--- config.mk ---
export PLATFORM = sky130hd
export DESIGN_NAME = mem_access_ctrl
export DESIGN_NICKNAME = d
export VERILOG_FILES = /design/src/rtl/mem_access_ctrl.sv
export SDC_FILE = /design/constraint.sdc
export NUM_CORES = 1
export LEC_CHECK = 0
export BUFFER_PORTS_ARGS = -buffer_cell sky130_fd_sc_hd__buf_2
export CAP_MARGIN = 20
export CORE_ASPECT_RATIO = 0.8
export CORE_UTILIZATION = 54
export DETAILED_ROUTE_END_ITERATION = 8
export GPL_ROUTABILITY_DRIVEN = 1
export PLACE_DENSITY = 0.81
export REMOVE_ABC_BUFFERS = 1
export SYNTH_ARGS = -nofsm -noshare
export SYNTH_HDL_FRONTEND = slang
export SYNTH_SLANG_ARGS = --single-unit
--- constraint.sdc ---
create_clock -name clk_i -period 2 [get_ports clk_i]
set_input_delay 0.3 -clock clk_i [delete_from_list [all_inputs] [get_ports clk_i]]
set_output_delay 0.3 -clock clk_i [all_outputs]
set_load 0.02 [all_outputs]
--- src/rtl/mem_access_ctrl.sv ---
// mem_access_ctrl
//   Load/store sequencer between the CPU datapath and a byte-wide data RAM.
//   One word/halfword/byte access is accepted per handshake and carried out
//   as consecutive single-byte RAM cycles (little-endian). Load data is
//   zero- or sign-extended and returned with a one-cycle response pulse.
//
// Ports
//   clk_i           clock, rising edge
//   rst_n_i         asynchronous active-low reset
//   req_valid_i     CPU request valid
//   req_ready_o     high only in IDLE
//   req_we_i        1 = store, 0 = load
//   req_size_i      00 byte, 01 halfword, 10 word, 11 illegal
//   req_unsigned_i  load extension: 1 = zero-extend, 0 = sign-extend
//   req_addr_i      byte address of the lowest byte
//   req_wdata_i     store data, byte k = bits [8k+7:8k]
//   resp_valid_o    one-cycle completion pulse
//   resp_err_o      illegal size flag, valid with resp_valid_o
//   resp_rdata_o    extended load data (0 for stores and errors)
//   mem_addr_o      RAM byte address
//   mem_we_o        RAM byte write enable
//   mem_wdata_o     RAM write byte
//   mem_rdata_i     RAM read byte, combinational from mem_addr_o
module mem_access_ctrl #(
  parameter int WIDTH  = 32,
  parameter int ADDR_W = 12
) (
  input  logic              clk_i,
  input  logic              rst_n_i,
  input  logic              req_valid_i,
  output logic              req_ready_o,
  input  logic              req_we_i,
  input  logic [1:0]        req_size_i,
  input  logic              req_unsigned_i,
  input  logic [ADDR_W-1:0] req_addr_i,
  input  logic [WIDTH-1:0]  req_wdata_i,
  output logic              resp_valid_o,
  output logic              resp_err_o,
  output logic [WIDTH-1:0]  resp_rdata_o,
  output logic [ADDR_W-1:0] mem_addr_o,
  output logic              mem_we_o,
  output logic [7:0]        mem_wdata_o,
  input  logic [7:0]        mem_rdata_i
);

  localparam int NBYTES = WIDTH / 8;

  typedef enum logic [1:0] {
    IDLE = 2'd0,
    XFER = 2'd1,
    RESP = 2'd2
  } state_t;

  state_t              state_reg, state_next;
  logic                we_reg;
  logic [1:0]          size_reg;
  logic                uns_reg;
  logic [ADDR_W-1:0]   addr_reg;
  logic [WIDTH-1:0]    wdata_reg;
  logic [1:0]          cnt_reg;
  logic [1:0]          last_reg;   // index of the final byte (nbytes-1)
  logic                err_reg;
  logic [WIDTH-1:0]    asm_reg;    // load assembly register

  logic                accept;
  logic [1:0]          last_from_size;
  logic [7:0]          wdata_bytes [NBYTES];
  logic [NBYTES-1:0]   cap_en;
  logic                fill_b, fill_h;
  logic [WIDTH-1:0]    load_ext;

  assign accept = (state_reg == IDLE) && req_valid_i;

  always_comb begin
    last_from_size = 2'd0;
    case (req_size_i)
      2'b01:   last_from_size = 2'd1;
      2'b10:   last_from_size = 2'd3;
      default: last_from_size = 2'd0;
    endcase
  end

  // Per-byte views of the latched store data and per-byte capture enables
  // for load assembly.
  generate
    for (genvar gi = 0; gi < NBYTES; gi++) begin : g_bytes
      assign wdata_bytes[gi] = wdata_reg[8*gi +: 8];
      assign cap_en[gi]      = (state_reg == XFER) && !we_reg && (cnt_reg == 2'(gi));
    end
  endgenerate

  // State register and request latch.
  always_ff @(posedge clk_i or negedge rst_n_i) begin
    if (!rst_n_i) begin
      state_reg <= IDLE;
      we_reg    <= 1'b0;
      size_reg  <= 2'b00;
      uns_reg   <= 1'b0;
      addr_reg  <= '0;
      wdata_reg <= '0;
      cnt_reg   <= 2'd0;
      last_reg  <= 2'd0;
      err_reg   <= 1'b0;
      asm_reg   <= '0;
    end else begin
      state_reg <= state_next;
      if (accept) begin
        we_reg    <= req_we_i;
        size_reg  <= req_size_i;
        uns_reg   <= req_unsigned_i;
        addr_reg  <= req_addr_i;
        wdata_reg <= req_wdata_i;
        cnt_reg   <= 2'd0;
        last_reg  <= last_from_size;
        err_reg   <= (req_size_i == 2'b11);
        asm_reg   <= '0;
      end else if (state_reg == XFER) begin
        cnt_reg <= cnt_reg + 2'd1;
        for (int i = 0; i < NBYTES; i++) begin
          if (cap_en[i]) begin
            asm_reg[8*i +: 8] <= mem_rdata_i;
          end
        end
      end
    end
  end

  // Next-state logic.
  always_comb begin
    state_next = state_reg;
    case (state_reg)
      IDLE: begin
        if (req_valid_i) begin
          // Illegal size skips the RAM entirely and reports at once.
          state_next = (req_size_i == 2'b11) ? RESP : XFER;
        end
      end
      XFER: begin
        if (cnt_reg == last_reg) begin
          state_next = RESP;
        end
      end
      RESP:    state_next = IDLE;
      default: state_next = IDLE;
    endcase
  end

  // Load extension from the assembled bytes.
  assign fill_b = !uns_reg && asm_reg[7];
  assign fill_h = !uns_reg && asm_reg[15];

  always_comb begin
    load_ext = asm_reg;
    case (size_reg)
      2'b00:   load_ext = {{(WIDTH-8){fill_b}}, asm_reg[7:0]};
      2'b01:   load_ext = {{(WIDTH-16){fill_h}}, asm_reg[15:0]};
      default: load_ext = asm_reg;
    endcase
  end

  // Outputs decode from state and latched request only, so nothing on
  // req_* reaches the RAM port combinationally.
  assign req_ready_o  = (state_reg == IDLE);
  assign resp_valid_o = (state_reg == RESP);
  assign resp_err_o   = (state_reg == RESP) && err_reg;
  assign resp_rdata_o = ((state_reg == RESP) && !we_reg && !err_reg) ? load_ext : '0;

  // Address wraps naturally modulo 2^ADDR_W.
  assign mem_addr_o  = (state_reg == XFER) ? (addr_reg + ADDR_W'(cnt_reg)) : '0;
  assign mem_we_o    = (state_reg == XFER) && we_reg;
  assign mem_wdata_o = ((state_reg == XFER) && we_reg) ? wdata_bytes[cnt_reg] : 8'h00;

endmodule

* Word level (Yosys, flattened, before mapping)
Cells that the tools add are included.
** Cells by class
- Add/sub/neg operators :: 2
- $lt $le $gt $ge :: 1
- Eq/ne operators :: 12
- Mux-type cells :: 20
- Bitwise gates (word level) :: 1
- Reduce and logical (&&, ||, !) cells :: 28
** Operator list (number)
- 2-to-1 mux 32 bit :: 3
- case mux 32 bit (2 select lines) :: 1
- 2-to-1 mux 8 bit :: 7
- binary-select mux 8 bit (select 2 bit) :: 1
- adder 12 x 2 -> 12 bit :: 1
- logical AND 1 bit :: 12
- 2-to-1 mux 12 bit :: 1
- equality test 2 bit, second input constant :: 5
- 2-to-1 mux 2 bit :: 5
- AND reduction 2 bit :: 5
- nonzero test 2 bit :: 5
- equality test 2 x 1 -> 1 bit, second input constant :: 4
- case mux 2 bit (2 select lines) :: 2
- logical NOT 2 bit :: 3
- >= comparator 3 bit, second input constant :: 1
- logical NOT 1 bit :: 3
- NOT 2 -> 3 bit :: 1
- adder 2 x 1 -> 2 bit, second input constant :: 1
- equality test 2 bit :: 1
- inequality test 2 x 1 -> 1 bit, second input constant :: 1
- inequality test 2 bit, second input constant :: 1
** Storage, ports and cells
- Register bits after elaboration :: 87
- Input port bits :: 59
- Output and inout bits :: 56
- Logic and storage cells :: 77

* Longest topological paths before layout
- Word-level depth :: 6
- Depth in mapped cells :: 7
- Depth with buffers taken out :: 5

* Worst setup path before layout
No wires, ideal clock.
- Kind :: register -> output
- From :: register cnt_reg[0]
- To :: output port mem_addr_o[10]
- Data arrival time :: 1.752 ns
- Required time :: 1.700 ns
- Setup slack :: -0.052 ns
- Cell stages (with the launch flop) :: 6
- Path buffers :: 0
- Cells stage by stage :: dfrtp_1 ha_1 fa_1 nand4_1 or4_1 a21oi_1
** Between the ends
- Longest elaborated chain between the ends :: 2
** RTL lines
- start, declared :: RTL line 60 : logic [1:0] cnt_reg;
- start signal, assigned :: RTL line 118 : cnt_reg <= cnt_reg + 2'd1;
- adder 12 x 2 -> 12 bit :: RTL line 169 : assign mem_addr_o = (state_reg == XFER) ? (addr_reg + ADDR_W'(cnt_reg)) : '0;
- 2-to-1 mux 12 bit :: RTL line 169
- end, declared :: RTL line 40 : output logic [ADDR_W-1:0] mem_addr_o,
Every way passes these cells.

* Final worst setup path
Ends and elaborated chain as after synthesis.

==> out/metrics.json <==
{
  "synth.yosys.warnings": 0,
  "slew_viol_final": 0,
  "fp.dieH_um": 85.20,
  "worst_r2r_startpoint": "cnt_reg[0]$_DFFE_PN0P_",
  "timing.reg2reg.setup_slack_ns": 0.05,
  "critPathKind": "flip-flop to primary output",
  "crit_path_required_time_ns": 1.70,
  "cts-root-buf": "sky130_fd_sc_hd__clkbuf_8",
  "top_cell_types_by_occurrence_after_synthesis": "87 x sky130_fd_sc_hd__dfrtp_1, 44 x sky130_fd_sc_hd__mux2_4, 37 x sky130_fd_sc_hd__nor2_1, 34 x sky130_fd_sc_hd__mux2i_1",
  "dp.cells": 607,
  "met2_wirelength_mm": 5.806,
  "clkTransAtPathRegs_ns": 0.09,
  "static-leakage-power_nw": 2.934,
  "remaining_antenna_violation_count_after_routing": 0,
  "hold_path.startpoint": "req_wdata_i[14]",
  "clock_latency_ns": 0.35,
  "cts-root-to-sink-buffers": 2,
  "period_share_pct": 117.5,
  "power.combinational.fraction_pct": 51.6,
  "yosysMostFrequentCell": "sky130_fd_sc_hd__dfrtp_1",
  "core_area_sq_um": 8164,
  "crit_path_start_kind": "flip-flop",
  "route.final.wire_length_mm": 11.27,
  "hold_end": "wdata_reg[14]$_DFFE_PN0P_",
  "timing.rr.end": "asm_reg[7]$_DFFE_PN0P_",
  "status": "finished, violations left",
  "detail_route.vias_per_cell": 5.548,
  "power.share.sequential_pct": 34.4,
  "crit_chain": "ha_2 -> fa_2 -> nand4_1 -> or4_1 -> a21oi_2 -> buf_4",
  "die_x_um": 106.0,
  "crit_slowest_cell": "sky130_fd_sc_hd__or4_1",
  "total_power_w": 0.008775,
  "htree_num_levels": 3,
  "grt-ovfl-total": 0,
  "worst_slew_pin_slew_ns": 0.6394,
  "uppermost_layer_routed": "met4",
  "m1WireLength_mm": 4.758,
  "cts_made_buffers": 9,
  "final_core_util_pct": 74.59,
  "grt_pass1_vias": 3567,
  "synth.ff_latch_count": 87,
  "globalRouteTotalUtil_pct": 25.02,
  "max_clock_freq_mhz": 425.4,
  "grt_max_degree": 49,
  "failing_checks": "negative setup slack",
  "clock_power_share_pct": 13.9,
  "syn_avg_cell_area_sq_um": 12.01,
  "synth.distinct_cells": 31,
  "grt_first_pass_wirelength_mm": 17.56,
  "grt_setup_unrepaired": "true",
  "gp_congestion": 0.7820,
  "crit_path_end_kind": "primary output",
  "yosysTopAreaCellShare_pct": 46.60,
  "final_hold_viol_count": 0,
  "place.port_buffers": 114,
  "final_period_minus_worst_setup_slack_ns": 2.350,
  "detail_route.iter0.violations": 306,
  "drt_drc_violations_left": 0,
  "routed-wl-met3_um": 555,
  "worst-endpoint-arrival_ns": 2.05,
  "holdCritPathClass": "input port to flip-flop",
  "vdd_drop_max_uv": 861.2,
  "fin_worst_skew_ns": 0.01313,
  "synth_largest_area_cell": "sky130_fd_sc_hd__dfrtp_1",
  "synth_async_sr_flop_share_pct": 100.0,
  "switching_share_pct": 37.26,
  "worstHoldPathCells": 2,
  "placedInstanceArea_sq_um": 5419,
  "detail_route.wl_per_cell_um": 17.59,
  "syn_area_sq_um": 4672,
  "edff_count_synth": 0,
  "critical_path_peak_fanout": 3,
  "synth.yosys.seq_area_share_pct": 46.60,
  "power-per-cell-area_nw_per_um2": 1441,
  "nets": 596,
  "floorplan.initialDensity_pct": 57.23,
  "drive_gt1_share_pct": 48.78,
  "synthTopCellsByArea": "sky130_fd_sc_hd__dfrtp_1 47%, sky130_fd_sc_hd__mux2_4 14%, sky130_fd_sc_hd__mux2i_1 7.3%, sky130_fd_sc_hd__mux4_2 3.9%, sky130_fd_sc_hd__nor2_1 3.0%",
  "layout_setup_ws_ns": -0.3505,
  "numClockSinks": 87,
  "worst-r2r-cell-count": 10,
  "rows": 29,
  "max_cap_viol_count": 0,
  "setup_viol": 43,
  "synthCells": 389,
  "antenna_found_initial": 0,
  "postLayoutCellArea_sq_um": 6090,
  "route.vias.total": 3556,
  "area_delta_synth_final_pct": 30.34,
  "io_pins": 115,
  "num_antenna_cells": 0,
  "slew_headroom_pct": 57.37,
  "switching_power_w": 0.003269,
  "cts_tree": "yes",
  "filler_free_cell_count_of_the_finished_design": 641,
  "fp.dieArea_sq_um": 9030,
  "internal_power_w": 0.005506,
  "ys_dominant_reg_cell": "sky130_fd_sc_hd__dfrtp_1",
  "placed_wire_length_estimate_mm": 7.355,
  "critical_path.max_stage_delay_ns": 0.45,
  "drt_pass1_iterations": 5
}
[per-stage QoR]
| stage | setup slack [ns] | hold WS [ns] | setup TNS (ns) |
|---|---|---|---|
| 2_1_floorplan | -0.7793 | 0.004409 | -58.11 |
| 3_3_place_gp | 0.08064 | 0.3505 | 0 |
| 3_5_place_dp | 0.03592 | 0.3637 | 0 |
| 4_1_cts | -0.2797 | 0.1578 | -6.812 |
| 5_1_grt | -0.4497 | 0.1416 | -12.89 |
| 6_report | -0.3505 | 0.1715 | -8.035 |
[timing repair]
action | 4_1_cts | 5_1_grt
gates resized for setup | 26 | 57
gates cloned | 1 | 0
buffers inserted | 7 | 10
setup endpoints to repair | 43 | 83
endpoints found under the hold margin | 46 | 0
hold buffers | 1 | 0
pin swaps | 10 | 17
[power groups by stage]
stage	Clock [W]	Sequential, W	Combinational [W]
finish	0.00122	0.00302	0.00453
global route	0.00132	0.00310	0.00485
CTS	0.00124	0.00298	0.00403
detailed placement	0	0.00300	0.00371
global placement	0	0.00294	0.00359
floorplan	0	0.00296	0.00256
[cell type report]
cell class / count / area (sq um)
Timing Repair Buffer: 155 / 1069
Multi-Input combinational cell: 268 / 2474
Fill cell: 544 / 2074
Clock buffer: 10 / 127.6
Inverter: 7 / 33.78
Sequential cell: 87 / 2182
Tap cell: 108 / 135.1
Clock inverter: 6 / 68.82
[placed cells by master, fill, tap and decap left out, types with 2 or more instances in the layout]
cell type,count
sky130_fd_sc_hd__clkbuf_8,9
sky130_fd_sc_hd__nor3_1,17
sky130_fd_sc_hd__mux2i_1,34
sky130_fd_sc_hd__o21ai_1,2
sky130_fd_sc_hd__and2_1,13
sky130_fd_sc_hd__buf_2,94
sky130_fd_sc_hd__mux2_4,44
sky130_fd_sc_hd__nor4bb_4,3
sky130_fd_sc_hd__nand2_1,8
sky130_fd_sc_hd__buf_12,4
sky130_fd_sc_hd__buf_6,16
sky130_fd_sc_hd__ha_1,4
sky130_fd_sc_hd__a21oi_2,2
sky130_fd_sc_hd__nand2b_1,4
sky130_fd_sc_hd__nor2b_1,17
sky130_fd_sc_hd__dfrtp_2,4
sky130_fd_sc_hd__mux2_2,6
sky130_fd_sc_hd__ha_4,3
sky130_fd_sc_hd__or3_1,4
sky130_fd_sc_hd__mux4_2,8
sky130_fd_sc_hd__dfrtp_1,83
sky130_fd_sc_hd__nand3_1,3
sky130_fd_sc_hd__a21oi_1,14
sky130_fd_sc_hd__o31ai_1,3
sky130_fd_sc_hd__o21ai_0,14
sky130_fd_sc_hd__and3_4,8
sky130_fd_sc_hd__nand4_1,3
sky130_fd_sc_hd__nor2_1,37
sky130_fd_sc_hd__or4_1,3
sky130_fd_sc_hd__xor2_1,3
sky130_fd_sc_hd__inv_6,2
sky130_fd_sc_hd__inv_1,5
sky130_fd_sc_hd__buf_4,38
[worst max path at each step]
stage	startpoint	endpoint	slack [ns]	cells past startpoint
floorplan	state_reg[1]$_DFFE_PN0P_	wdata_reg[0]$_DFFE_PN0P_	-0.78	2
global placement	addr_reg[0]$_DFFE_PN0P_	mem_addr_o[10]	0.08	6
detailed placement	addr_reg[0]$_DFFE_PN0P_	mem_addr_o[10]	0.04	6
CTS	cnt_reg[0]$_DFFE_PN0P_	mem_addr_o[10]	-0.28	6
global route	cnt_reg[0]$_DFFE_PN0P_	mem_addr_o[10]	-0.45	6
finish	cnt_reg[0]$_DFFE_PN0P_	mem_addr_o[10]	-0.35	6
[per-layer routing]
layer,up-vias,global-route usage (%)
li1,1646,-
met1,1781,33.11
met2,117,41.41
met3,12,5.760
met4,0,7.702
met5,-,0
[critical path, delay by kind of cell (launching register included)]
| family | cells | cell delay (ns) |
|---|---|---|
| compound gates | 1 | 0.14 |
| fa+ha+maj | 2 | 0.45 |
| buf+inv | 1 | 0.16 |
| flops | 1 | 0.36 |
| simple gates | 2 | 0.59 |
[cells by family after synthesis]
kind of cell             count (synthesis)  share of synthesized area (%)
XOR/XNOR                                 4                         0.7500
AO/OA/AOI/OAI                           37                          4.178
flip-flops                              87                          46.60
AND/OR/NAND/NOR                        126                          14.35
multiplexers                            92                          26.73
buffers and inverters                   34                          4.821
adder cells (fa/ha/maj)                  9                          2.571
No activity file was read; power rests on OpenSTA's default activity.
